**src/rtl/cpu_dbg_pkg.sv**
```systemverilog
// Shared types for the CPU debug monitor: halt FSM states and trace entry layout.
package cpu_dbg_pkg;

  // Halt control: the CPU either runs freely or is frozen by the debug button.
  typedef enum logic [0:0] {
    RUN    = 1'b0,
    HALTED = 1'b1
  } halt_state_t;

  // Default widths, used by the reference entry layout below.
  localparam int DEF_DATA_W = 32;
  localparam int DEF_PC_W   = 32;
  localparam int DEF_AW     = 3;

  // Reference layout of one trace entry (MSB to LSB: pc, register index, data).
  // The monitor packs entries in this order for any width configuration.
  typedef struct packed {
    logic [DEF_PC_W-1:0]   pc;
    logic [DEF_AW-1:0]     idx;
    logic [DEF_DATA_W-1:0] data;
  } trace_entry_t;

  // Width of a packed trace entry for an arbitrary configuration.
  function automatic int trace_entry_w(input int pc_w, input int aw, input int data_w);
    return pc_w + aw + data_w;
  endfunction

endpackage

```
**src/rtl/cpu_trace_fifo.sv**
```systemverilog
// Circular trace buffer: head-of-queue read, separate occupancy count,
// sticky overflow, and selectable overwrite-oldest / drop-newest on full.
module cpu_trace_fifo #(
  parameter  int DEPTH   = 16,
  parameter  int ENTRY_W = 67,
  parameter  int WRAP    = 1,
  localparam int PW      = $clog2(DEPTH),
  localparam int CW      = $clog2(DEPTH + 1)
) (
  input  logic               clk,
  input  logic               rst,
  input  logic               push,
  input  logic [ENTRY_W-1:0] push_data,
  input  logic               pop_ready,
  output logic               rd_valid,
  output logic [ENTRY_W-1:0] rd_entry,
  output logic [CW-1:0]      count,
  output logic               overflow
);

  logic [ENTRY_W-1:0] mem [DEPTH];

  logic [PW-1:0] wr_ptr_reg, wr_ptr_next;
  logic [PW-1:0] rd_ptr_reg, rd_ptr_next;
  logic [CW-1:0] count_reg, count_next;
  logic          overflow_reg, overflow_next;
  logic          do_write;
  logic          full, empty, pop;

  assign full  = (count_reg == CW'(DEPTH));
  assign empty = (count_reg == '0);
  // A pop needs something to pop; ready while empty is simply ignored.
  assign pop   = !empty && pop_ready;

  // Next-state: pointers, occupancy, overflow and whether the slot at wr_ptr is written.
  always_comb begin
    do_write      = 1'b0;
    wr_ptr_next   = wr_ptr_reg;
    rd_ptr_next   = rd_ptr_reg;
    count_next    = count_reg;
    overflow_next = overflow_reg;
    if (push && full && !pop) begin
      // No room and nothing leaving: either overwrite the oldest slot
      // (both pointers slide, count stays at DEPTH) or drop the new entry.
      overflow_next = 1'b1;
      if (WRAP != 0) begin
        do_write    = 1'b1;
        wr_ptr_next = wr_ptr_reg + 1'b1;
        rd_ptr_next = rd_ptr_reg + 1'b1;
      end
    end else begin
      if (push) begin
        do_write    = 1'b1;
        wr_ptr_next = wr_ptr_reg + 1'b1;
      end
      if (pop) begin
        rd_ptr_next = rd_ptr_reg + 1'b1;
      end
      if (push && !pop) begin
        count_next = count_reg + 1'b1;
      end else if (!push && pop) begin
        count_next = count_reg - 1'b1;
      end
    end
  end

  // Control state register; reset discards the buffer by clearing pointers and count.
  always_ff @(posedge clk or posedge rst) begin
    if (rst) begin
      wr_ptr_reg   <= '0;
      rd_ptr_reg   <= '0;
      count_reg    <= '0;
      overflow_reg <= 1'b0;
    end else begin
      wr_ptr_reg   <= wr_ptr_next;
      rd_ptr_reg   <= rd_ptr_next;
      count_reg    <= count_next;
      overflow_reg <= overflow_next;
    end
  end

  // Entry storage; contents need no reset because the head is masked while empty.
  always_ff @(posedge clk) begin
    if (do_write) begin
      mem[wr_ptr_reg] <= push_data;
    end
  end

  assign rd_valid = !empty;
  assign rd_entry = empty ? '0 : mem[rd_ptr_reg];
  assign count    = count_reg;
  assign overflow = overflow_reg;

endmodule

```
**src/rtl/cpu_trace_monitor.sv**
```systemverilog
// Debug monitor beside the CPU: captures register-file writes into a trace
// buffer, keeps a shadow register file, and toggles cpu_halt from a button.
module cpu_trace_monitor
  import cpu_dbg_pkg::*;
#(
  parameter  int DATA_W = 32,
  parameter  int PC_W   = 32,
  parameter  int NREGS  = 8,
  parameter  int DEPTH  = 16,
  parameter  int WRAP   = 1,
  localparam int AW     = $clog2(NREGS),
  localparam int CW     = $clog2(DEPTH + 1)
) (
  input  logic              clk,
  input  logic              rst,
  input  logic              halt_button,
  input  logic [PC_W-1:0]   pc,
  input  logic              rf_we,
  input  logic [AW-1:0]     rf_waddr,
  input  logic [DATA_W-1:0] rf_wdata,
  output logic              cpu_halt,
  output logic              rd_valid,
  input  logic              rd_ready,
  output logic [PC_W-1:0]   rd_pc,
  output logic [AW-1:0]     rd_reg,
  output logic [DATA_W-1:0] rd_data,
  output logic [CW-1:0]     count,
  output logic              overflow,
  input  logic [AW-1:0]     shadow_sel,
  output logic [DATA_W-1:0] shadow_data
);

  localparam int ENTRY_W = trace_entry_w(PC_W, AW, DATA_W);

  logic        sync1_reg, sync2_reg, prev_reg;
  logic        button_rise;
  halt_state_t state_reg, state_next;
  logic        push;
  logic [ENTRY_W-1:0] push_entry, rd_entry;
  logic [DATA_W-1:0]  shadow_reg [NREGS];

  // Two-flop synchroniser for the raw button plus a delayed copy for edge detect.
  always_ff @(posedge clk or posedge rst) begin
    if (rst) begin
      sync1_reg <= 1'b0;
      sync2_reg <= 1'b0;
      prev_reg  <= 1'b0;
    end else begin
      sync1_reg <= halt_button;
      sync2_reg <= sync1_reg;
      prev_reg  <= sync2_reg;
    end
  end

  // Only a fresh press toggles; a held button produces a single rise.
  assign button_rise = sync2_reg && !prev_reg;

  // Halt FSM state register.
  always_ff @(posedge clk or posedge rst) begin
    if (rst) begin
      state_reg <= RUN;
    end else begin
      state_reg <= state_next;
    end
  end

  // Halt FSM next state and output: each button rise flips RUN <-> HALTED.
  always_comb begin
    state_next = state_reg;
    cpu_halt   = 1'b0;
    case (state_reg)
      RUN: begin
        if (button_rise) state_next = HALTED;
      end
      HALTED: begin
        cpu_halt = 1'b1;
        if (button_rise) state_next = RUN;
      end
      default: state_next = RUN;
    endcase
  end

  // The trace only records writes the CPU makes while running.
  assign push       = rf_we && (state_reg == RUN);
  assign push_entry = {pc, rf_waddr, rf_wdata};

  cpu_trace_fifo #(
    .DEPTH   (DEPTH),
    .ENTRY_W (ENTRY_W),
    .WRAP    (WRAP)
  ) u_fifo (
    .clk       (clk),
    .rst       (rst),
    .push      (push),
    .push_data (push_entry),
    .pop_ready (rd_ready),
    .rd_valid  (rd_valid),
    .rd_entry  (rd_entry),
    .count     (count),
    .overflow  (overflow)
  );

  assign rd_pc   = rd_entry[ENTRY_W-1 -: PC_W];
  assign rd_reg  = rd_entry[DATA_W +: AW];
  assign rd_data = rd_entry[DATA_W-1:0];

  // Shadow register file: mirrors every register write, running or halted.
  genvar gi;
  generate
    for (gi = 0; gi < NREGS; gi++) begin : g_shadow
      // One register per architectural index, loaded when the CPU writes it.
      always_ff @(posedge clk or posedge rst) begin
        if (rst) begin
          shadow_reg[gi] <= '0;
        end else if (rf_we && (rf_waddr == AW'(gi))) begin
          shadow_reg[gi] <= rf_wdata;
        end
      end
    end
  endgenerate

  assign shadow_data = shadow_reg[shadow_sel];

endmodule

```
**config.mk**
```make
export PLATFORM = sky130hd
export DESIGN_NAME = cpu_trace_monitor
export DESIGN_NICKNAME = d
export VERILOG_FILES = /design/src/rtl/cpu_dbg_pkg.sv /design/src/rtl/cpu_trace_fifo.sv /design/src/rtl/cpu_trace_monitor.sv
export SDC_FILE = /design/constraint.sdc
export NUM_CORES = 1
export LEC_CHECK = 0
export CORE_MARGIN = 2
export CORE_UTILIZATION = 25
export CTS_CLUSTER_SIZE = 40
export DETAILED_ROUTE_END_ITERATION = 6
export PLACE_DENSITY = 0.35
export SYNTH_ARGS = -nofsm -noshare
export SYNTH_HDL_FRONTEND = slang
export SYNTH_HIERARCHICAL = 1
export SYNTH_SLANG_ARGS = --single-unit
export TNS_END_PERCENT = 100
```
**constraint.sdc**
```tcl
create_clock -name clk -period 22.9 [get_ports clk]
set_clock_uncertainty 0.05 [all_clocks]
set_input_delay 4.58 -clock clk [delete_from_list [all_inputs] [get_ports clk]]
set_output_delay 4.58 -clock clk [all_outputs]
set_load 0.05 [all_outputs]
```
==> results of run 1 <==
[Yosys cell counts, types with 27 or more instances]
library cell	instances	area (um^2)
a211oi_1	108	810.8
buf_2	67	335.3
buf_4	33	247.7
clkbuf_1	33	123.9
dfrtp_1	274	6857
edfxtp_1	1072	32190
mux2_2	280	3153
mux2i_1	119	1191
mux4_1	27	709.4
mux4_2	279	6284
nand2_1	29	108.9
nor2b_1	57	356.6
[area by class of cell]
| type | count | area, um^2 |
|---|---|---|
| antenna | 8 | 20.02 |
| clock buffer | 218 | 4425 |
| clock inverter | 56 | 335.3 |
| fill | 20970 | 150500 |
| inverter | 8 | 37.54 |
| multi-input combinational | 1024 | 13740 |
| sequential | 1346 | 39060 |
| tap | 2838 | 3551 |
| timing repair buffer | 250 | 2320 |
[worst register-to-register path: cells and delay by family (launching register included)]
kind,cells,cell delay [ns]
adders and majority gates,2,0.56
muxes,1,0.38
buffers and inverters,3,0.95
AOI/OAI and AO/OA,2,0.40
and+or+nand+nor,4,0.92
DFF,1,0.45
[cells by family (layout without fill, tap and decap cells)]
group	Yosys count	after routing
AOI/OAI and AO/OA	156	156
adders and majority gates	11	11
DFF	1346	1346
xor gates and xnor gates	11	11
and+or+nand+nor	131	131
other	0	8
buffers and inverters	166	532
muxes	715	715
[power groups by stage]
stage               registers (mW)  logic (mW)  clock network, mW
finish                        3.03        2.64               2.33
floorplan                     3.02        1.85                  0
global route                  3.05        2.83               2.51
global placement              3.07        2.71                  0
CTS                           3.03        2.74               2.42
detailed placement            3.08        2.73                  0
[how the worst min path moves through the flow]
stage | start | endpoint | slack (ns) | cells after the start
finish | sync1_reg | sync2_reg | 0.31 | 0
global route | sync1_reg | sync2_reg | 0.32 | 0
CTS | sync1_reg | sync2_reg | 0.31 | 0
detailed placement | sync1_reg | sync2_reg | 0.29 | 0
global placement | sync1_reg | sync2_reg | 0.29 | 0
floorplan | sync1_reg | sync2_reg | 0.28 | 0
[routing by layer]
metal  GRT usage (%)  part of all wire [%]  vias up
li1                -                     -    10980
met1           17.47                    44    14270
met2           23.46                    50      475
met3           2.714                   4.0      208
met4           3.602                   2.2        8
met5               0                 0.038        -
==> impl_results.md, run 1 <==
* Status: finished clean
* Final core utilization at 29.67%
* Inst Count DP at 5,466
* Slew @ Worst Pin at 1.185 ns
* Via density at 4.513
* Clock root cell: clkbuf_16
* Syn_nets at 2,622
* Crit path cell chain: buf_4 > buf_4 > mux4_1 > mux2_2 > clkdlybuf4s50_1
* Crit path DAT at 7.40 ns
* Starting Density at 25.07%
* Critical Path Sink: shadow_data[21]
* Max capacitance violation total at 0
* Levels on crit path at 5
* Simple-gate share of the synthesized area at 1.402%
* Asr flop ratio synth at 20.36%
* Total power at 8.004 mW
* GRT Total Usage at 13.64%
* Sequential Power Share at 37.8%
* Setup WS pre-CTS at 10.82 ns
* Critical path class: input port to output pin
* Main combinational cell family by area after synthesis: multiplexers
* Final nets at 2,871
* RSZ-0062 raised after global routing: no
* Max Root-Sink Buffers at 3
* Clock share of power at 29.1%
* GP Congestion at 0.6800
* FF-to-FF Start: u_fifo/count[0]
* Cts repair resizes at 0
* Synth warn at 6
* Final worst-path cycle share at 52.53%
* Die height at 467.2 um
* Worst-Skew Late Latency at 0.76 ns
* Mux contribution to synthesized area at 21.35%
* Worst Setup SP: shadow_sel[0]
* Die X at 467.2 um
* Peak fanout along the critical path at 50
* Adder-cell area share of the yosys netlist at 0.2706%
* Post-synth cell types at 44
* Slew Viols, Final at 0
* Worst relative slew slack at 20.77%
* Initial drt markers at 1,413
* Post-Syn Instances at 2,536
* CTS Buf Count at 155
* Fraction of layout cells with a size suffix above 1 at 29.88%
* Leak at 21.01 nW
* PwrDens at 126.1 nW/um^2
* # DRC at 0
* Critical path's top delay family: buffers and inverters
* Via count at 25.94k
* Mapped cell area at 53,640 um^2
* Worst Path Buf+Inv at 3
* Placement Cell Area at 58,710 um^2
* # port buffers at 181
* Mean Syn Cell Area at 21.15 um^2
* CTS Hold Buffers Added at 0
* Final WS setup at 10.87 ns
* DRT Pass-1 Iters at 5
* Setup slack, reg-to-reg at 19.07 ns
* CP endpoint kind: output pin
* FF-to-FF path depth at 12
* Max Clock Freq at 83.13 MHz
* Post-synthesis sequential area ratio at 72.80%
* WHS at 0.3071 ns
* Ports at 182
* Post-synth EDFFs at 1,072
* Critical Path Slowest Stage Cell: buf_4
* Commonest non-fill, non-tap cells in the layout: edfxtp_1 (1,072), mux2_2 (280), mux4_2 (279)
* H-tree levels at 4
* Max FFs per register at 1,072
* Post-route insts no fill at 5,748
* Final setup violating endpoints at 0
* Grt ovf at 0
* Final ANT Viol Nets at 0
* Internal at 5.274 mW
* Switching share of power at 34.10%
* Critical Path RT at 18.27 ns
* CTS tree: built
* HPWL Detailed at 78.88 mm
* Critical path launch point type: input port
* Switching power total at 2.730 mW
* Largest net degree at the start of global routing at 108
* Post-CTS Setup Repair Bufs at 0
* Core area at 214,000 um^2
* Yosys reg bits at 1,346
* Worst Hold Class: flop to flop
* CTS Sinks at 1,346
* Routed WL at 149.2 mm
* Synth Area in Compound Gates at 2.120%
* Worst VDD drop at 0.07428 mV
* Commonest non-fill, non-tap cell in the layout: edfxtp_1
* Post-synthesis xor/xnor area fraction at 0.1796%
* Crit Reg-Reg Endpoint: u_fifo/count[4]
* Logic pwr share at 33.0%
* Design area at 63,490 um^2
* Layout overhead on the synthesized area at 18.37%
* Initial antenna violation count at 11
* Dominant synthesized flop cell: edfxtp_1
* Most used cell, CP: buf_4
* Cell row count at 170
* First-pass GRT wire length at 212.0 mm
* Clock slew at reported path FFs at 0.05 ns
* Vias in the first global route at 28.39k
* DIE AREA at 218,300 um^2
* Setup TNS at 0 ns
* Final hold vios at 0
* Crit-path max cell delay at 0.78 ns
* DR WL/cell at 25.96 um
* Min Tclk post-route at 12.03 ns
(Power assumes the default switching activity.)
==> inputs of run 2 (changes only) <==
==> constraint.sdc (replaced) <==
create_clock -name clk -period 12.5 [get_ports clk]
set_clock_uncertainty 0.05 [all_clocks]
set_input_delay 2.5 -clock clk [delete_from_list [all_inputs] [get_ports clk]]
set_output_delay 2.5 -clock clk [all_outputs]
set_load 0.05 [all_outputs]
==> run 2 against run 1 <==
Against the previous run: utilization increased by 0.066 points; worst setup slack got worse by 6.2 ns; critical endpoint unchanged; sequential power increased by 83%; routed wire length decreased by 0.23%; clock power increased by 88%; first-iteration DRC count increased by 13%; clock-buffer cell count decreased by 2; total power increased by 85%; register-to-register slack got worse by 10 ns; largest power group unchanged; die area unchanged; design area increased by 0.22%.
==> impl_results.md, run 2 (same netlist as run 1, synthesis figures left out) <==
* DRT Pass-1 Iters at 5
* Worst VDD drop at 0.1391 mV
* Fraction of layout cells with a size suffix above 1 at 29.79%
* Logic pwr share at 32.8%
* Status: finished clean
* Hold path cells at 0
* Cell row count at 170
* # DRC at 0
* CP endpoint kind: output pin
* Clock slew at reported path FFs at 0.06 ns
* CTS Buf Count at 156
* Core area at 214,000 um^2
* Critical path launch point type: input port
* Hold endpoint: sync2_reg
* Worst relative slew slack at 22.10%
* Setup slack, reg-to-reg at 8.74 ns
* Most used cell, CP: buf_4
* Setup TNS at 0 ns
* Leak at 21.05 nW
* Worst Hold Class: flop to flop
* Via count at 25.84k
* # port buffers at 181
* Initial drt markers at 1,601
* RSZ-0062 raised after global routing: no
* Critical Path RT at 9.95 ns
* PwrDens at 232.2 nW/um^2
* GRT Total Usage at 13.65%
* Worst-Skew Late Latency at 0.77 ns
* Via density at 4.496
* Final setup violating endpoints at 0
* GP Congestion at 0.6833
* Register area at 39,060 um^2
* CTS Sinks at 1,346
* Slew @ Worst Pin at 1.165 ns
* Final WS setup at 4.646 ns
* DR WL/cell at 25.90 um
* Crit path cell chain: buf_4 > buf_4 > mux4_1 > mux2_2 > clkdlybuf4s50_1
* Total power at 14.77 mW
* Crit Reg-Reg Endpoint: u_fifo/count[4]
* Commonest non-fill, non-tap cells in the layout: edfxtp_1 (1,072), mux2_2 (280), mux4_2 (279)
* Setup WS pre-CTS at 4.558 ns
* Die height at 467.2 um
* Clock root cell: clkbuf_16
* Starting Density at 25.07%
* Grt ovf at 0
* Multi-input logic area at 13,740 um^2
* Slew Viols, Final at 0
* Clock share of power at 29.6%
* Max Root-Sink Buffers at 3
* Switching power total at 5.018 mW
* Initial antenna violation count at 10
* Layout overhead on the synthesized area at 18.63%
* Commonest non-fill, non-tap cell in the layout: edfxtp_1
* Ports at 182
* First-pass GRT wire length at 211.9 mm
* Crit-path max cell delay at 0.77 ns
* Sequential Power Share at 37.6%
* Min Tclk post-route at 7.854 ns
* H-tree levels at 4
* Peak fanout along the critical path at 34
* Cts repair resizes at 0
* Max FFs per register at 1,072
* Die X at 467.2 um
* Final nets at 2,870
* FF-to-FF Start: u_fifo/count[0]
* Switching share of power at 33.97%
* Min-Delay Startpoint: sync1_reg
* Crit path DAT at 5.30 ns
* Critical Path Slowest Stage Cell: clkdlybuf4s50_1
* Routed WL at 148.9 mm
* DIE AREA at 218,300 um^2
* CTS tree: built
* Largest net degree at the start of global routing at 115
* Final ANT Viol Nets at 0
* Max capacitance violation total at 0
* Vias in the first global route at 28.65k
* Final hold vios at 0
* Max Clock Freq at 127.3 MHz
* CTS Hold Buffers Added at 0
* Post-CTS Setup Repair Bufs at 0
* Internal at 9.756 mW
* Fillcell total at 20.99k
* FF-to-FF path depth at 12
* HPWL Detailed at 79.18 mm
* Critical path class: input port to output pin
* Final worst-path cycle share at 62.83%
run 2: changes by cell type in the layout (fill, tap and decap cells not counted):
cell | previous run | this run
bufinv_16 | 2 | 7
clkinvlp_4 | 0 | 1
clkbuf_16 | 163 | 161
buf_12 | 0 | 4
clkinv_2 | 22 | 17
nor2b_1 | 55 | 56
nor2b_2 | 2 | 1
diode_2 | 8 | 9
clkinv_8 | 2 | 4
buf_4 | 71 | 65
inv_6 | 4 | 2
clkinv_4 | 0 | 1
run 2: power groups by stage:
stage,Combinational (mW),Clock [mW],Sequential (mW)
finish,4.84,4.38,5.56
global route,5.17,4.70,5.61
detailed placement,4.99,0,5.65
CTS,5.00,4.54,5.57
global placement,4.96,0,5.63
floorplan,3.40,0,5.53
run 2: area by class of cell:
| cell class | instances | share of cell area [%] |
|---|---|---|
| Antenna cell | 9 | 0.03539 |
| Clock buffer | 216 | 6.876 |
| Clock inverter | 58 | 0.7727 |
| Inverter | 8 | 0.05899 |
| Multi-Input combinational cell | 1024 | 21.59 |
| Sequential cell | 1346 | 61.39 |
| Tap cell | 2838 | 5.580 |
| Timing Repair Buffer | 248 | 3.701 |
run 2: worst max-delay path by stage:
stage | start | end | slack [ns] | cells after the start
after floorplan | rst | prev_reg | 2.79 | 1
after global placement | shadow_sel[0] | shadow_data[29] | 4.59 | 5
after detailed placement | shadow_sel[2] | shadow_data[21] | 4.56 | 5
after CTS | shadow_sel[0] | shadow_data[20] | 4.54 | 5
after global routing | u_fifo/rd_ptr_reg[0] | rd_pc[1] | 4.45 | 7
final | shadow_sel[2] | shadow_data[21] | 4.65 | 5
run 2: layer usage:
metal	global-route usage [%]	vias to the layer above	routed length [um]
met1	17.15	14180	64110
met5	0	-	35
met3	2.785	215	5992
met4	4.110	6	4090
met2	23.56	463	74640
li1	-	10980	-
run 2: worst max-delay path, delay by kind of cell:
family   cells  cell delay [ns]
buf+inv      3             1.86
mux          2             0.90
run 2: through the flow:
stage	instance area [um^2]	hold slack, ns	util, %	cells
after floorplan	53640	0.2812	-	2536
after global placement	58740	0.2946	27.45	5464
after detailed placement	58740	0.2935	27.45	5464
after CTS	63610	0.3060	29.73	5738
after global routing	63620	0.3169	29.73	5740
final	63630	0.3036	29.74	5747
==> edit 1 (config.mk and constraints of run 1) <==
Register the output `count`, without a reset; this adds one clock of latency there. The other outputs are not delayed to match.
--- a/src/rtl/cpu_trace_monitor.sv
+++ b/src/rtl/cpu_trace_monitor.sv
@@ -31,6 +31,8 @@
 );
 
   localparam int ENTRY_W = trace_entry_w(PC_W, AW, DATA_W);
+
+  logic [CW-1:0] count_d;
 
   logic        sync1_reg, sync2_reg, prev_reg;
   logic        button_rise;
@@ -96,7 +98,7 @@
     .pop_ready (rd_ready),
     .rd_valid  (rd_valid),
     .rd_entry  (rd_entry),
-    .count     (count),
+    .count     (count_d),
     .overflow  (overflow)
   );
 
@@ -121,5 +123,9 @@
 
   assign shadow_data = shadow_reg[shadow_sel];
 
+  always_ff @(posedge clk) begin
+    count <= count_d;
+  end
+
 endmodule
 
Function: changed (a bounded check fails within 4 cycles, from zero or initial values and one cycle with rst high).
==> edit 1 against run 1 <==
  * Total power increased by 0.83%
  * Wire length down 0.76%
  * Final area is 0.25% higher
  * Critical path type unchanged
  * Setup slack better by 0.049 ns
  * Synthesized area grew 0.13%
  * Largest cell class unchanged
  * Hold slack better by 0.018 ns
  * Largest power group unchanged
  * Maximum frequency is 0.41% higher
  * Sequential cell count rose by 5
  * Die area is 0.13% higher
  * Sequential power up 2%
==> edit 1: results (changes against run 1) <==
| Metric | Value |
|---|---|
| P_leak | 21.0 nW (about the same) |
| Initial antenna violation count | 10 (was 11) |
| Unique masters post-synth | 45 (was 44) |
| Largest net degree at the start of global routing | 124 (was 108) |
| M1 wire length | 65,500 microns (was 65,300 microns) |
| Largest cells by area after synthesis | edfxtp_1 60%, dfrtp_1 13%, mux4_2 12%, mux2_2 5.8%, mux2i_1 2.2% (was edfxtp_1 60%, dfrtp_1 13%, mux4_2 12%, mux2_2 5.9%, mux2i_1 2.2%) |
| Met1 Usage GRT | 17.5% (about the same) |
| Final GP Congestion | 0.691 (was 0.680) |
| Clock-cell share | 7.66% (was 7.50%) |
| Min Hold Slack | 0.325 ns (was 0.307 ns) |
| Vias in the first global route | 28,782 (was 28,385) |
| Worst vdd rail ir drop | 100 uV (was 74.3 uV) |
| # fillers | 20,946 (was 20,967) |
| Global-route wire length before repair | 212,000 microns (about the same) |
| Largest register FFs | 1,072 (unchanged) |
| Met3 WL | 5550 microns (was 5900 microns) |
| Syn Area/Cell | 21.1 sq um (was 21.2 sq um) |
| Tot GR Track Use | 13.6% (about the same) |
| I/O Buffers | 181 (unchanged) |
| Buffer share of cell area | 3.69% (was 3.65%) |
| Bufs w/o clock | 249 (was 250) |
| Drt first-iter violations | 1,590 (was 1,413) |
| DR vias | 25,831 (was 25,941) |
| FFs & Latches | 1,351 (was 1,346) |
| Crit-path max FO | 36 (was 50) |
| Antenna Cells | 4 (was 8) |
| Commonest cells post-synth | 1,072 x edfxtp_1, 297 x mux4_2, 278 x mux2_2 (was 1,072 x edfxtp_1, 280 x mux2_2, 279 x mux4_2) |
| Worst-skew pair later-pin latency | 0.79 ns (was 0.76 ns) |
| CLK BUF | 216 (was 218) |
| Register area | 39,200 sq um (was 39,100 sq um) |
| Worst R2R Setup Slack | 18.94 ns (was 19.07 ns) |
| Net Sw Frac | 34.5% (was 34.1%) |
| CTS Buf Count | 160 (was 155) |
| Critical Path AT | 7.35 ns (was 7.40 ns) |
| NumNets Final | 2,880 (was 2,871) |
| Met2 Use GR | 23.2% (was 23.5%) |
| Post-synth net total | 2,627 (was 2,622) |
| Status | finished, final reports clean (unchanged) |
## edit 1: cell families (layout without fill, tap and decap cells)
logic type	after synthesis	in the layout	synth area share [%]
DFF	1351	1351	72.9
xor gates and xnor gates	11	11	0.179
and+or+nand+nor	131	131	1.40
adders and majority gates	11	11	0.270
AOI/OAI and AO/OA	156	156	2.12
muxes	715	715	21.2
buffers and inverters	166	546	1.95
other	0	4	0
## edit 1: per-stage QoR
stage               instances  setup slack, ns  power, W  util (%)
floorplan                2541            11.11   0.00489         -
global placement         5470            10.87   0.00580      27.5
detailed placement       5470            10.86   0.00583      27.5
CTS                      5759            10.84   0.00826      29.7
global route             5760            10.74   0.00846      29.7
finish                   5763            10.92   0.00807      29.7
## edit 1: power groups by stage
| stage | clock (W) | sequential [W] | combinational [W] |
|---|---|---|---|
| after floorplan | 0 | 0.00303 | 0.00186 |
| after global placement | 0 | 0.00312 | 0.00268 |
| after detailed placement | 0 | 0.00313 | 0.00270 |
| after CTS | 0.00247 | 0.00308 | 0.00271 |
| after global routing | 0.00256 | 0.00311 | 0.00279 |
| final | 0.00238 | 0.00308 | 0.00262 |
## edit 1: worst max-delay path by stage
stage | start | end | slack [ns] | cells after the start
floorplan | rst | prev_reg$_DFF_PP0_ | 11.11 | 1
global placement | shadow_sel[2] | shadow_data[12] | 10.87 | 5
detailed placement | shadow_sel[2] | shadow_data[27] | 10.86 | 5
CTS | shadow_sel[2] | shadow_data[12] | 10.84 | 5
global route | shadow_sel[2] | shadow_data[23] | 10.74 | 5
finish | shadow_sel[2] | shadow_data[12] | 10.92 | 5
## edit 1: worst max-delay path, cell delays in order
cell and delay, ns:
buf_4 0.43, buf_4 0.65, mux4_1 0.64, mux2_2 0.29, clkdlybuf4s50_1 0.71
==> edit 2 (flow settings as in run 1) <==
Without the edit above. `WRAP` is set to 1 in 2 places; all go to 0.
--- a/src/rtl/cpu_trace_fifo.sv
+++ b/src/rtl/cpu_trace_fifo.sv
@@ -3,7 +3,7 @@
 module cpu_trace_fifo #(
   parameter  int DEPTH   = 16,
   parameter  int ENTRY_W = 67,
-  parameter  int WRAP    = 1,
+  parameter  int WRAP    = 0,
   localparam int PW      = $clog2(DEPTH),
   localparam int CW      = $clog2(DEPTH + 1)
 ) (
--- a/src/rtl/cpu_trace_monitor.sv
+++ b/src/rtl/cpu_trace_monitor.sv
@@ -7,7 +7,7 @@
   parameter  int PC_W   = 32,
   parameter  int NREGS  = 8,
   parameter  int DEPTH  = 16,
-  parameter  int WRAP   = 1,
+  parameter  int WRAP   = 0,
   localparam int AW     = $clog2(NREGS),
   localparam int CW     = $clog2(DEPTH + 1)
 ) (
Function: no difference found for any inputs over 4 cycles, from zero or initial values and one cycle with rst high; that may be too few to reach the edited logic, so the function may still have changed.
==> edit 2 against run 1 <==
  * Critical path depth unchanged
  * Critical endpoint is now shadow_data[31]
  * Largest cell class unchanged
  * Combinational power up 2%
  * Sequential cell count unchanged
  * Final area about the same
  * Setup slack improved by 0.034 ns
  * Maximum frequency is 0.28% higher
  * The run now ends with DRC left
  * Total power up 2.5%
  * Wire length grew 2.5%
  * Non-clock buffer count is 8 lower
  * Synthesized area down 0.60%
  * Utilization rose by 0.29 points
  * Count of clock-buffer cells in the layout down 7
  * Synthesized cell count grew 6.5%
==> edit 2: results (changes against run 1) <==
| Metric | Value |
|---|---|
| P_leak | 21.7 nW (was 21.0 nW) |
| Initial antenna violation count | 13 (was 11) |
| Largest cells by area after synthesis | edfxtp_1 60%, dfrtp_1 13%, mux4_2 7.2%, mux2_2 5.9%, mux2i_1 5.0% (was edfxtp_1 60%, dfrtp_1 13%, mux4_2 12%, mux2_2 5.9%, mux2i_1 2.2%) |
| DRC viols | 24 (was 0) |
| Min Hold Slack | 0.296 ns (was 0.307 ns) |
| Worst reg2reg path depth | 6 (was 12) |
| Crit path capture | shadow_data[31] (was shadow_data[21]) |
| Comb power frac | 32.9% (was 33.0%) |
| Fraction of layout cells with a size suffix above 1 | 25.2% (was 29.9%) |
| Fin crit period | 12.00 ns (was 12.03 ns) |
| Drt first-iter violations | 1,477 (was 1,413) |
| Worst-skew pair later-pin latency | 0.78 ns (was 0.76 ns) |
| Net Sw Frac | 35.3% (was 34.1%) |
| Comb. pwr | 0.00270 W (was 0.00264 W) |
| Least-Margin Pin Slew | 1.20 ns (was 1.18 ns) |
| Critical Path AT | 7.36 ns (was 7.40 ns) |
| Syn Area/Cell | 19.7 sq um (was 21.2 sq um) |
| M1 wire length | 64,900 microns (was 65,300 microns) |
| Worst R2R Setup Slack | 18.48 ns (was 19.07 ns) |
| Drt wl/cell | 25.9 microns (was 26.0 microns) |
| Area Growth Syn to Fin | 19.2% (was 18.4%) |
| DR vias/cell | 4.49 (was 4.51) |
| Finished Layout Cells | 5,901 (was 5,748) |
| Tot GR Track Use | 14.1% (was 13.6%) |
| Global-route wire length before repair | 218,000 microns (was 212,000 microns) |
| Final GP Congestion | 0.685 (was 0.680) |
| Crit-path max FO | 38 (was 50) |
| Status | finished with violations (was finished, final reports clean) |
| Post-synth net total | 2,787 (was 2,622) |
| Placed standard-cell area | 58,400 sq um (was 58,700 sq um) |
| Unique masters post-synth | 50 (was 44) |
| Total iterations of the first detailed-routing run | 7 (was 5) |
| Largest net degree at the start of global routing | 133 (was 108) |
| Violated checks | DRC |
| Worst reg2reg startpoint | state_reg$_DFF_PP0_ (was u_fifo/count[0]$_DFFE_PP0P_) |
| Commonest cells post-synth | 1,072 x edfxtp_1, 279 x mux2_2, 274 x dfrtp_1 (was 1,072 x edfxtp_1, 280 x mux2_2, 279 x mux4_2) |
| CP max-delay cell | clkdlybuf4s50_1 (was buf_4) |
| Hpwl dp | 81,200 microns (was 78,900 microns) |
| Vias in the first global route | 28,860 (was 28,385) |
| Seq/Total Area, Yosys | 73.2% (was 72.8%) |
| Met3 WL | 7000 microns (was 5900 microns) |
| # fillers | 20,650 (was 20,967) |
| CTS Buf Count | 158 (was 155) |
==> edit 2: final cells by class <==
| class | instances | share of cell area, % |
|---|---|---|
| Sequential cell | 1346 | 61.5 |
| Multi-Input combinational cell | 1182 | 21.2 |
| Clock buffer | 211 | 6.69 |
| Tap cell | 2821 | 5.56 |
| Timing Repair Buffer | 242 | 3.58 |
| Clock inverter | 77 | 1.38 |
| Inverter | 10 | 0.0709 |
| Antenna cell | 12 | 0.0473 |
==> edit 2: layer usage <==
layer,track usage [%],vias to the layer above
li1,-,11469
met2,24.6,496
met3,3.08,212
met5,0,-
met1,17.6,14302
met4,3.50,6
==> edit 2: cells by family (layout without fill, tap and decap cells) <==
logic type      Yosys count  in the layout  synth area share [%]
flops                  1346           1346                  73.2
mux                     755            755                  19.7
compound gates          282            282                  3.66
buf+inv                 174            540                  1.81
simple gates            124            124                  1.18
xor+xnor                 11             11                 0.181
fa+ha+maj                10             10                 0.249
other cells               0             12                     0
